$ cat src/rtl/hilbert_pkg.sv
// Shared defaults, width derivations and FSM state type for the Hilbert tap reader.
// HILBERT_PAIR_EN selects pair mode (antisymmetric tap folding) for the derived widths.
package hilbert_pkg;

    localparam int DEF_DATA_W = 16;
    localparam int DEF_TAPS   = 8;

    typedef enum logic {
        IDLE = 1'b0,
        READ = 1'b1
    } state_t;

    function automatic int idx_w(input int taps);
        return (taps > 1) ? $clog2(taps) : 1;
    endfunction

    function automatic int out_w(input int data_w);
`ifdef HILBERT_PAIR_EN
        return data_w + 1;
`else
        return data_w;
`endif
    endfunction

    function automatic int ntap(input int taps);
`ifdef HILBERT_PAIR_EN
        return taps / 2;
`else
        return taps;
`endif
    endfunction

endpackage

$ cat src/rtl/hilbert_tap_reader_sample_ring.sv
// Circular sample buffer: one write port, read ports addressed by age k (0 = newest).
// The second read port exists only when HILBERT_PAIR_EN is defined.
module sample_ring
    import hilbert_pkg::*;
#(
    parameter  int DATA_W = DEF_DATA_W,
    parameter  int TAPS   = DEF_TAPS,
    localparam int IDX_W  = idx_w(TAPS)
) (
    input  logic                     clk,
    input  logic                     RST,
    input  logic                     i_wr_en,
    input  logic signed [DATA_W-1:0] i_wr_data,
`ifdef HILBERT_PAIR_EN
    input  logic        [IDX_W-1:0]  i_rd_k1,
    output logic signed [DATA_W-1:0] o_rd_d1,
`endif
    input  logic        [IDX_W-1:0]  i_rd_k0,
    output logic signed [DATA_W-1:0] o_rd_d0
);

    logic signed [DATA_W-1:0] r_buf [TAPS];
    logic        [IDX_W-1:0]  r_wp;

    // Physical slot of the sample k writes older than the most recent one (at r_wp-1).
    function automatic logic [IDX_W-1:0] phys(input logic [IDX_W-1:0] wp,
                                              input logic [IDX_W-1:0] k);
        logic [IDX_W:0] newest;
        logic [IDX_W:0] kk;
        logic [IDX_W:0] t;
        newest = (wp == '0) ? (IDX_W+1)'(TAPS-1) : {1'b0, wp} - 1'b1;
        kk     = {1'b0, k};
        t      = (newest >= kk) ? newest - kk : newest + (IDX_W+1)'(TAPS) - kk;
        return IDX_W'(t);
    endfunction

    always_ff @(posedge clk or negedge RST) begin
        if (!RST) begin
            for (int i = 0; i < TAPS; i++) r_buf[i] <= '0;
            r_wp <= '0;
        end else if (i_wr_en) begin
            r_buf[r_wp] <= i_wr_data;
            r_wp        <= (r_wp == IDX_W'(TAPS-1)) ? '0 : r_wp + 1'b1;
        end
    end

    assign o_rd_d0 = r_buf[phys(r_wp, i_rd_k0)];
`ifdef HILBERT_PAIR_EN
    assign o_rd_d1 = r_buf[phys(r_wp, i_rd_k1)];
`endif

endmodule

$ cat src/rtl/hilbert_tap_reader.sv
// Accepts one sample, then streams the delay-line window newest-first to the MAC.
// HILBERT_PAIR_EN folds antisymmetric tap pairs: TAPS/2 taps of x[n-k]-x[n-(TAPS-1-k)].
module hilbert_tap_reader
    import hilbert_pkg::*;
#(
    parameter  int DATA_W = DEF_DATA_W,
    parameter  int TAPS   = DEF_TAPS,
    localparam int IDX_W  = idx_w(TAPS),
    localparam int OUT_W  = out_w(DATA_W)
) (
    input  logic                     clk,
    input  logic                     RST,
    input  logic signed [DATA_W-1:0] in_data,
    input  logic                     in_valid,
    output logic                     in_ready,
    output logic signed [OUT_W-1:0]  tap_data,
    output logic        [IDX_W-1:0]  tap_idx,
    output logic                     tap_valid,
    input  logic                     tap_ready,
    output logic                     tap_last,
    output logic                     busy
);

    localparam int                NTAP   = ntap(TAPS);
    localparam logic [IDX_W-1:0]  LAST_K = IDX_W'(NTAP-1);

    state_t                   r_state, w_state_nxt;
    logic        [IDX_W-1:0]  r_k;
    logic                     r_in_ready, r_tap_valid, r_busy, r_tap_last;
    logic signed [OUT_W-1:0]  r_tap_data;

    logic                     w_accept, w_xfer, w_last_xfer;
    logic        [IDX_W-1:0]  w_k_nxt;
    logic signed [DATA_W-1:0] w_rd_d0, w_x0;
    logic signed [OUT_W-1:0]  w_tap_nxt;

    assign w_accept    = (r_state == IDLE) && in_valid;
    assign w_xfer      = (r_state == READ) && tap_ready;
    assign w_last_xfer = w_xfer && (r_k == LAST_K);
    assign w_k_nxt     = w_accept ? '0 : r_k + 1'b1;

    always_comb begin
        w_state_nxt = r_state;
        case (r_state)
            IDLE:    if (w_accept)    w_state_nxt = READ;
            READ:    if (w_last_xfer) w_state_nxt = IDLE;
            default: w_state_nxt = IDLE;
        endcase
    end

    always_ff @(posedge clk or negedge RST) begin
        if (!RST) r_state <= IDLE;
        else      r_state <= w_state_nxt;
    end

    // On the accept edge the new sample is not yet in the ring, so tap 0 bypasses it;
    // the ring still reads relative to the previous newest sample at that moment.
    assign w_x0 = w_accept ? in_data : w_rd_d0;

`ifdef HILBERT_PAIR_EN
    logic        [IDX_W-1:0]  w_rd_k1;
    logic signed [DATA_W-1:0] w_rd_d1;
    assign w_rd_k1   = w_accept ? IDX_W'(TAPS-2) : IDX_W'(TAPS-1) - w_k_nxt;
    assign w_tap_nxt = {w_x0[DATA_W-1], w_x0} - {w_rd_d1[DATA_W-1], w_rd_d1};
`else
    assign w_tap_nxt = w_x0;
`endif

    sample_ring #(
        .DATA_W (DATA_W),
        .TAPS   (TAPS)
    ) u_ring (
        .clk       (clk),
        .RST       (RST),
        .i_wr_en   (w_accept),
        .i_wr_data (in_data),
`ifdef HILBERT_PAIR_EN
        .i_rd_k1   (w_rd_k1),
        .o_rd_d1   (w_rd_d1),
`endif
        .i_rd_k0   (w_k_nxt),
        .o_rd_d0   (w_rd_d0)
    );

    always_ff @(posedge clk or negedge RST) begin
        if (!RST) begin
            r_k         <= '0;
            r_in_ready  <= 1'b1;
            r_tap_valid <= 1'b0;
            r_busy      <= 1'b0;
            r_tap_last  <= 1'b0;
            r_tap_data  <= '0;
        end else begin
            r_in_ready  <= (w_state_nxt == IDLE);
            r_tap_valid <= (w_state_nxt == READ);
            r_busy      <= (w_state_nxt == READ);
            if (w_accept || (w_xfer && !w_last_xfer)) begin
                r_k        <= w_k_nxt;
                r_tap_data <= w_tap_nxt;
                r_tap_last <= (w_k_nxt == LAST_K);
            end else if (w_last_xfer) begin
                r_tap_last <= 1'b0;
            end
        end
    end

    assign in_ready  = r_in_ready;
    assign tap_valid = r_tap_valid;
    assign busy      = r_busy;
    assign tap_last  = r_tap_last;
    assign tap_data  = r_tap_data;
    assign tap_idx   = r_k;

endmodule

$ cat config.mk
export PLATFORM = sky130hd
export DESIGN_NAME = hilbert_tap_reader
export DESIGN_NICKNAME = d
export VERILOG_FILES = /design/src/rtl/hilbert_pkg.sv /design/src/rtl/hilbert_tap_reader_sample_ring.sv /design/src/rtl/hilbert_tap_reader.sv
export SDC_FILE = /design/constraint.sdc
export NUM_CORES = 1
export LEC_CHECK = 0
export ABC_AREA = 1
export ABC_CLOCK_PERIOD_IN_PS = 4000
export CAP_MARGIN = 30
export CORE_ASPECT_RATIO = 0.5
export CORE_UTILIZATION = 30
export CTS_CLUSTER_SIZE = 24
export DETAILED_ROUTE_END_ITERATION = 12
export GPL_TIMING_DRIVEN = 0
export SYNTH_ARGS = -nofsm -noshare
export SYNTH_HDL_FRONTEND = slang
export SYNTH_SLANG_ARGS = --single-unit
export TNS_END_PERCENT = 50
$ cat constraint.sdc
create_clock -name clk -period 4 [get_ports clk]
set_input_delay 1.2 -clock clk [delete_from_list [all_inputs] [get_ports clk]]
set_output_delay 1.2 -clock clk [all_outputs]
set_load 0.005 [all_outputs]
# Word level (Yosys, flattened, before mapping)
# Index checks and enable logic that the tools add are counted.
# totals
inputBits,20
out_inout_bits,23
elab_cells,56
ff_bits,153
# classes
eq_ne,3
reduce_logical,9
n_lt_le_gt_ge,4
n_mux,16
bitwise_logic,4
addsub,6
# op_table
op,n
128-bit bitwise mux,1
16-bit two-way mux,4
16-bit binary-select mux with 3-bit select,1
16-bit demux with 3-bit select,1
3-bit by 1-bit adder with 3-bit output (second input constant),3
3-bit equality test (second input constant),3
3-bit two-way mux,3
4-bit >= comparator (second input constant),2
3-bit inverter with 4-bit output,2
3-bit subtractor,2
1-bit logical AND,5
4-bit by 3-bit >= comparator with 1-bit output,1
4-bit by 1-bit < comparator with 1-bit output (second input constant),1
1-bit two-way mux,4
4-bit two-way mux,1
3-bit by 1-bit subtractor with 4-bit output (second input constant),1
3-bit logical NOT,1
1-bit inverter,2
1-bit one-hot mux with 2 select lines,1
2-bit nonzero test,1
1-bit logical NOT,1
1-bit logical OR,1

# Depth between registers and ports, before layout
# depth
word_depth,10
ltp_mapped,17
depth_no_buf,15

# Cells and area by module
# Synthesis repeated with hierarchy kept, for this count alone.
# unflattened
hier_cells,1025
hier_area_um2,7682.4
# modules_own_cells
mod,area_per_inst_um2,seq_area_each_um2,cells_each,n_inst
sample_ring,6490.0,3278.1,866,1
hilbert_tap_reader,1192.4,551.8,159,1

# Worst setup path before layout
# OpenSTA, ideal clock, no wires.
# synth_path
path_type,input-to-reg
startpoint,input port in_valid
endpoint,register r_tap_data[2] (netlist: tap_data[2])
n_path_buf,2
stages,15
t_required_ps,3884
setup_time_ps,116
arrival_ps,3077
slack_ps,806
path_cell_list,nand2_2 > buf_2 > inv_1 > nor2_1 > ha_1 > fa_1 > inv_2 > clkbuf_1 > nor2_1 > o21ai_0 > nand2_1 > nand3_1 > nand3_1 > nand2_1 > nand2_1
# synth_between
elab_chain_len,9
elab_cells_between_ends,12
cone_classes,2 x add/sub; 1 x order compare; 6 x mux; 1 x bitwise; 2 x reduce/logical
# synth_lines
element,line_no,source
"start, declared",hilbert_tap_reader.sv:14,"input logic in_valid,"
1-bit logical AND (*),hilbert_tap_reader.sv:37,assign w_accept = (r_state == IDLE) && in_valid;
3-bit two-way mux (*),hilbert_tap_reader.sv:40,assign w_k_nxt = w_accept ? '0 : r_k + 1'b1;
named net u_ring.i_rd_k0[0],hilbert_tap_reader_sample_ring.sv:18,"input logic [IDX_W-1:0] i_rd_k0,"
4-bit by 3-bit >= comparator with 1-bit output or 3-bit subtractor (tied branches),hilbert_tap_reader_sample_ring.sv:33,t = (newest >= kk) ? newest - kk : newest + (IDX_W+1)'(TAPS) - kk;
3-bit two-way mux (*),hilbert_tap_reader_sample_ring.sv:33,
3-bit inverter with 4-bit output (not written as such) (*),hilbert_tap_reader_sample_ring.sv:47,"assign o_rd_d0 = r_buf[phys(r_wp, i_rd_k0)];"
16-bit binary-select mux with 3-bit select (*),hilbert_tap_reader_sample_ring.sv:47,
16-bit two-way mux (not written as such) (*) (2 in series),hilbert_tap_reader_sample_ring.sv:47,
16-bit two-way mux (*),hilbert_tap_reader.sv:58,assign w_x0 = w_accept ? in_data : w_rd_d0;
"end signal, assigned",hilbert_tap_reader.sv:99,r_tap_data <= w_tap_nxt;
"end, declared",hilbert_tap_reader.sv:30,logic signed [OUT_W-1:0] r_tap_data;
# Mark *: on every way through the listed nets, which the timed path passes. The rest lies on a longest branch. The select of a mux whose other input is x is not followed.
# A chain may end at the register's enable or synchronous reset.

# Worst setup path after layout
# layout_path
startpoint,input port in_valid
endpoint,register r_tap_data[11] (netlist: tap_data[11])
# The elaborated chain is that of the path after synthesis.

==> results.sh <==
export IMPL_synthAdderAreaFrac_pct=1.51
export IMPL_place_gp_congestion=0.864
export IMPL_synth_top_family_by_area="simple AND/OR/NAND/NOR gates"
export IMPL_fin_skew_ns=0.00747
export IMPL_setup_ws_ns=0.271
export IMPL_post_route_drc_count=0
export IMPL_critPathLaunchType="input port"
export IMPL_rr_worst_depth=14
export IMPL_worstPathCellList="clkdlybuf4s50_1, nand2_2, inv_1, nor2_1, ha_1, fa_1, inv_4, buf_2, o21ai_0, o21ai_1, nand2_1, nand3_1, nand2_1, nand2_1"
export IMPL_async_reset_ff_share_pct=100
export IMPL_synth_xor_xnor_area_share_pct=0
export IMPL_wl_per_cell_um=16.1
export IMPL_crit_type="in2reg"
export IMPL_slowest_stage="fa_1"
export IMPL_start_util_pct=31.0
export IMPL_outcome="completed"
export IMPL_ctsHtreeMaxLevel=4
export IMPL_path_clk_slew_ns=0.06
export IMPL_mostFrequentLayoutCell="nand2_1"
export IMPL_dominantRegCellSynth="dfrtp_1"
export IMPL_syn_cell_area_um2=7150
export IMPL_fp_dieArea_um2=24500
export IMPL_fin_crit_ns=3.73
export IMPL_cts_setup_buffers=0
export IMPL_dieWidth_um=220
export IMPL_drtIter0Drc=604
export IMPL_hp_class="reg2reg"
export IMPL_synthSimpleGateAreaFrac_pct=19.9
export IMPL_endpoint_kind="flip-flop"
export IMPL_antenna_found_initial=0
export IMPL_rsz0062_at_grt="false"
export IMPL_routed_via_density=4.89
export IMPL_grt_max_degree=90
export IMPL_nets=990
export IMPL_yosys_top_cells_area="dfrtp_1, o21ai_0, nand2_1"
export IMPL_cap_violations=0
export IMPL_final_cell_mix="nand2_1, o21ai_0, dfrtp_1"
export IMPL_core_um2=23100
export IMPL_cts_sinks=153
export IMPL_grt_ovfl_total=0
export IMPL_num_vias=6269
export IMPL_ioPinCount=43
export IMPL_slew_violations=0
export IMPL_avgSynthCellArea_um2=7.93
export IMPL_relSlewSlack_pct=44.9
export IMPL_cp_required_ns=4.37
export IMPL_worstMarginPinSlew_ns=0.827
export IMPL_whs_path_depth=2
export IMPL_path_max_fanout=14
export IMPL_synth_seq_area_share_pct=53.6
export IMPL_syn_to_final_growth_pct=20.2
export IMPL_cts_tree="done"
export IMPL_cp_common_cell="nand2_1"
export IMPL_finalHoldViolCount=0
export IMPL_worst_skew_pair_late_latency_ns=0.43
export IMPL_synth_edf_count=0
export IMPL_die_h_um=111
export IMPL_cts_buffer_depth=2
export IMPL_clock_fmax_ghz=0.268
export IMPL_portBuffers=42
export IMPL_finalCritPeriodShare_pct=93.2
export IMPL_grt_use_total_pct=18.1
export IMPL_grt_pass1_wl_um=34300
export IMPL_syn_inst=901
export IMPL_netlist_area_leader_share_pct=53.2
export IMPL_place_ws_ns=-0.505
export IMPL_synth_compound_area_share_pct=17.5
export IMPL_drtPass1Iterations=5
export IMPL_cts_buffers_inserted=17
export IMPL_ant_nets=0
export IMPL_drt_total_wl_um=20600
export IMPL_synth_top_area_cell="dfrtp_1"
export IMPL_grt_pass1_vias=6247
export IMPL_rows=39
export IMPL_drive_above_1_share_pct=6.88
export IMPL_yosysWarnings=0
export IMPL_setup_viol=0
export IMPL_cpPeakStageDelay_ns=0.55
export IMPL_synth_cell_types=25
export IMPL_antenna_cells=0
export IMPL_cts_hold_buf=0
export IMPL_synth_mux_area_share_pct=0
export IMPL_syn_nets=929
export IMPL_synth_seq_cells=153
export IMPL_cts_root_buf="clkbuf_16"
export IMPL_arrival_ns=4.10
export IMPL_place_hpwl_um=15600
[what timing repair did]
item,in CTS,in global routing
endpoints found under the setup margin,9,16
resized for setup,4,14
pin swaps,0,0
[worst max-delay path, delay by kind of cell]
kind | cells | cell delay [ns]
buffers and inverters | 4 | 1.15
adder cells (fa/ha/maj) | 2 | 0.76
AND/OR/NAND/NOR | 6 | 0.58
AO/OA/AOI/OAI | 2 | 0.40
[cell type report]
class | instances | area (um^2)
Fill cell | 2359 | 14500
Clock inverter | 12 | 150
Inverter | 80 | 303
Tap cell | 307 | 384
Timing Repair Buffer | 43 | 449
Clock buffer | 19 | 453
Multi-Input combinational cell | 613 | 2780
Sequential cell | 153 | 3830
Buffer | 54 | 245
[routing by layer]
metal	track usage, %	part of all wire (%)	up-vias
met4	6.34	2.0	0
li1	-	-	3024
met2	27.9	46	158
met3	2.22	4.1	29
met1	25.9	48	3058
met5	0	0	-
[metrics by stage]
stage | cell area [um^2] | setup TNS (ns) | cells | hold slack [ns] | util, %
floorplan | 7150 | 0 | 901 | 0.448 | -
global route | 8600 | 0 | 1281 | 0.500 | 37.2
detailed placement | 7980 | -6.91 | 1251 | 0.468 | 34.6
CTS | 8590 | 0 | 1282 | 0.483 | 37.2
global placement | 7950 | -689.31 | 1250 | 0.460 | 34.5
finish | 8600 | 0 | 1281 | 0.478 | 37.2
[flip-flops by register name, indices dropped and copies added (netlist names)]
signal / count
busy: 1
in_ready: 1
u_ring.r_wp: 3
tap_data: 16
tap_last: 1
u_ring.r_buf: 128
tap_idx: 3
[cells in the mapped netlist, types with 2 or more instances]
cell type / n
a21oi_1: 19
buf_1: 2
buf_2: 13
buf_4: 2
clkbuf_1: 37
dfrtp_1: 152
ha_1: 7
inv_1: 76
inv_2: 4
nand2_1: 254
nand2_2: 2
nand3_1: 39
nor2_1: 54
nor3_2: 2
o21ai_0: 210
o21ai_1: 17
o22ai_1: 3
[logic make-up after synthesis]
kind of cell / count (synthesis)
and+or+nand+nor: 356
buffers and inverters: 135
DFF: 153
AOI/OAI and AO/OA: 249
adders and majority gates: 8
[path summary, 6_finish.rpt]
check | start | to | slack (ns)
max | in_valid | tap_data[11]$_DFFE_PN0P_ | 0.27
min | tap_data[3]$_DFFE_PN0P_ | tap_data[3]$_DFFE_PN0P_ | 0.48
max reg2reg | busy$_DFF_PN0_ | tap_data[11]$_DFFE_PN0P_ | 1.02
min reg2reg | tap_data[3]$_DFFE_PN0P_ | tap_data[3]$_DFFE_PN0P_ | 0.48
max in group asynchronous | RST | in_ready$_DFF_PN1_ | 2.30
min in group asynchronous | RST | u_ring.r_buf[7]$_DFFE_PN0P_ | 0.84
Power is not shown: default switching activity piles up to over one toggle a cycle in this logic, so the estimate is an artifact.
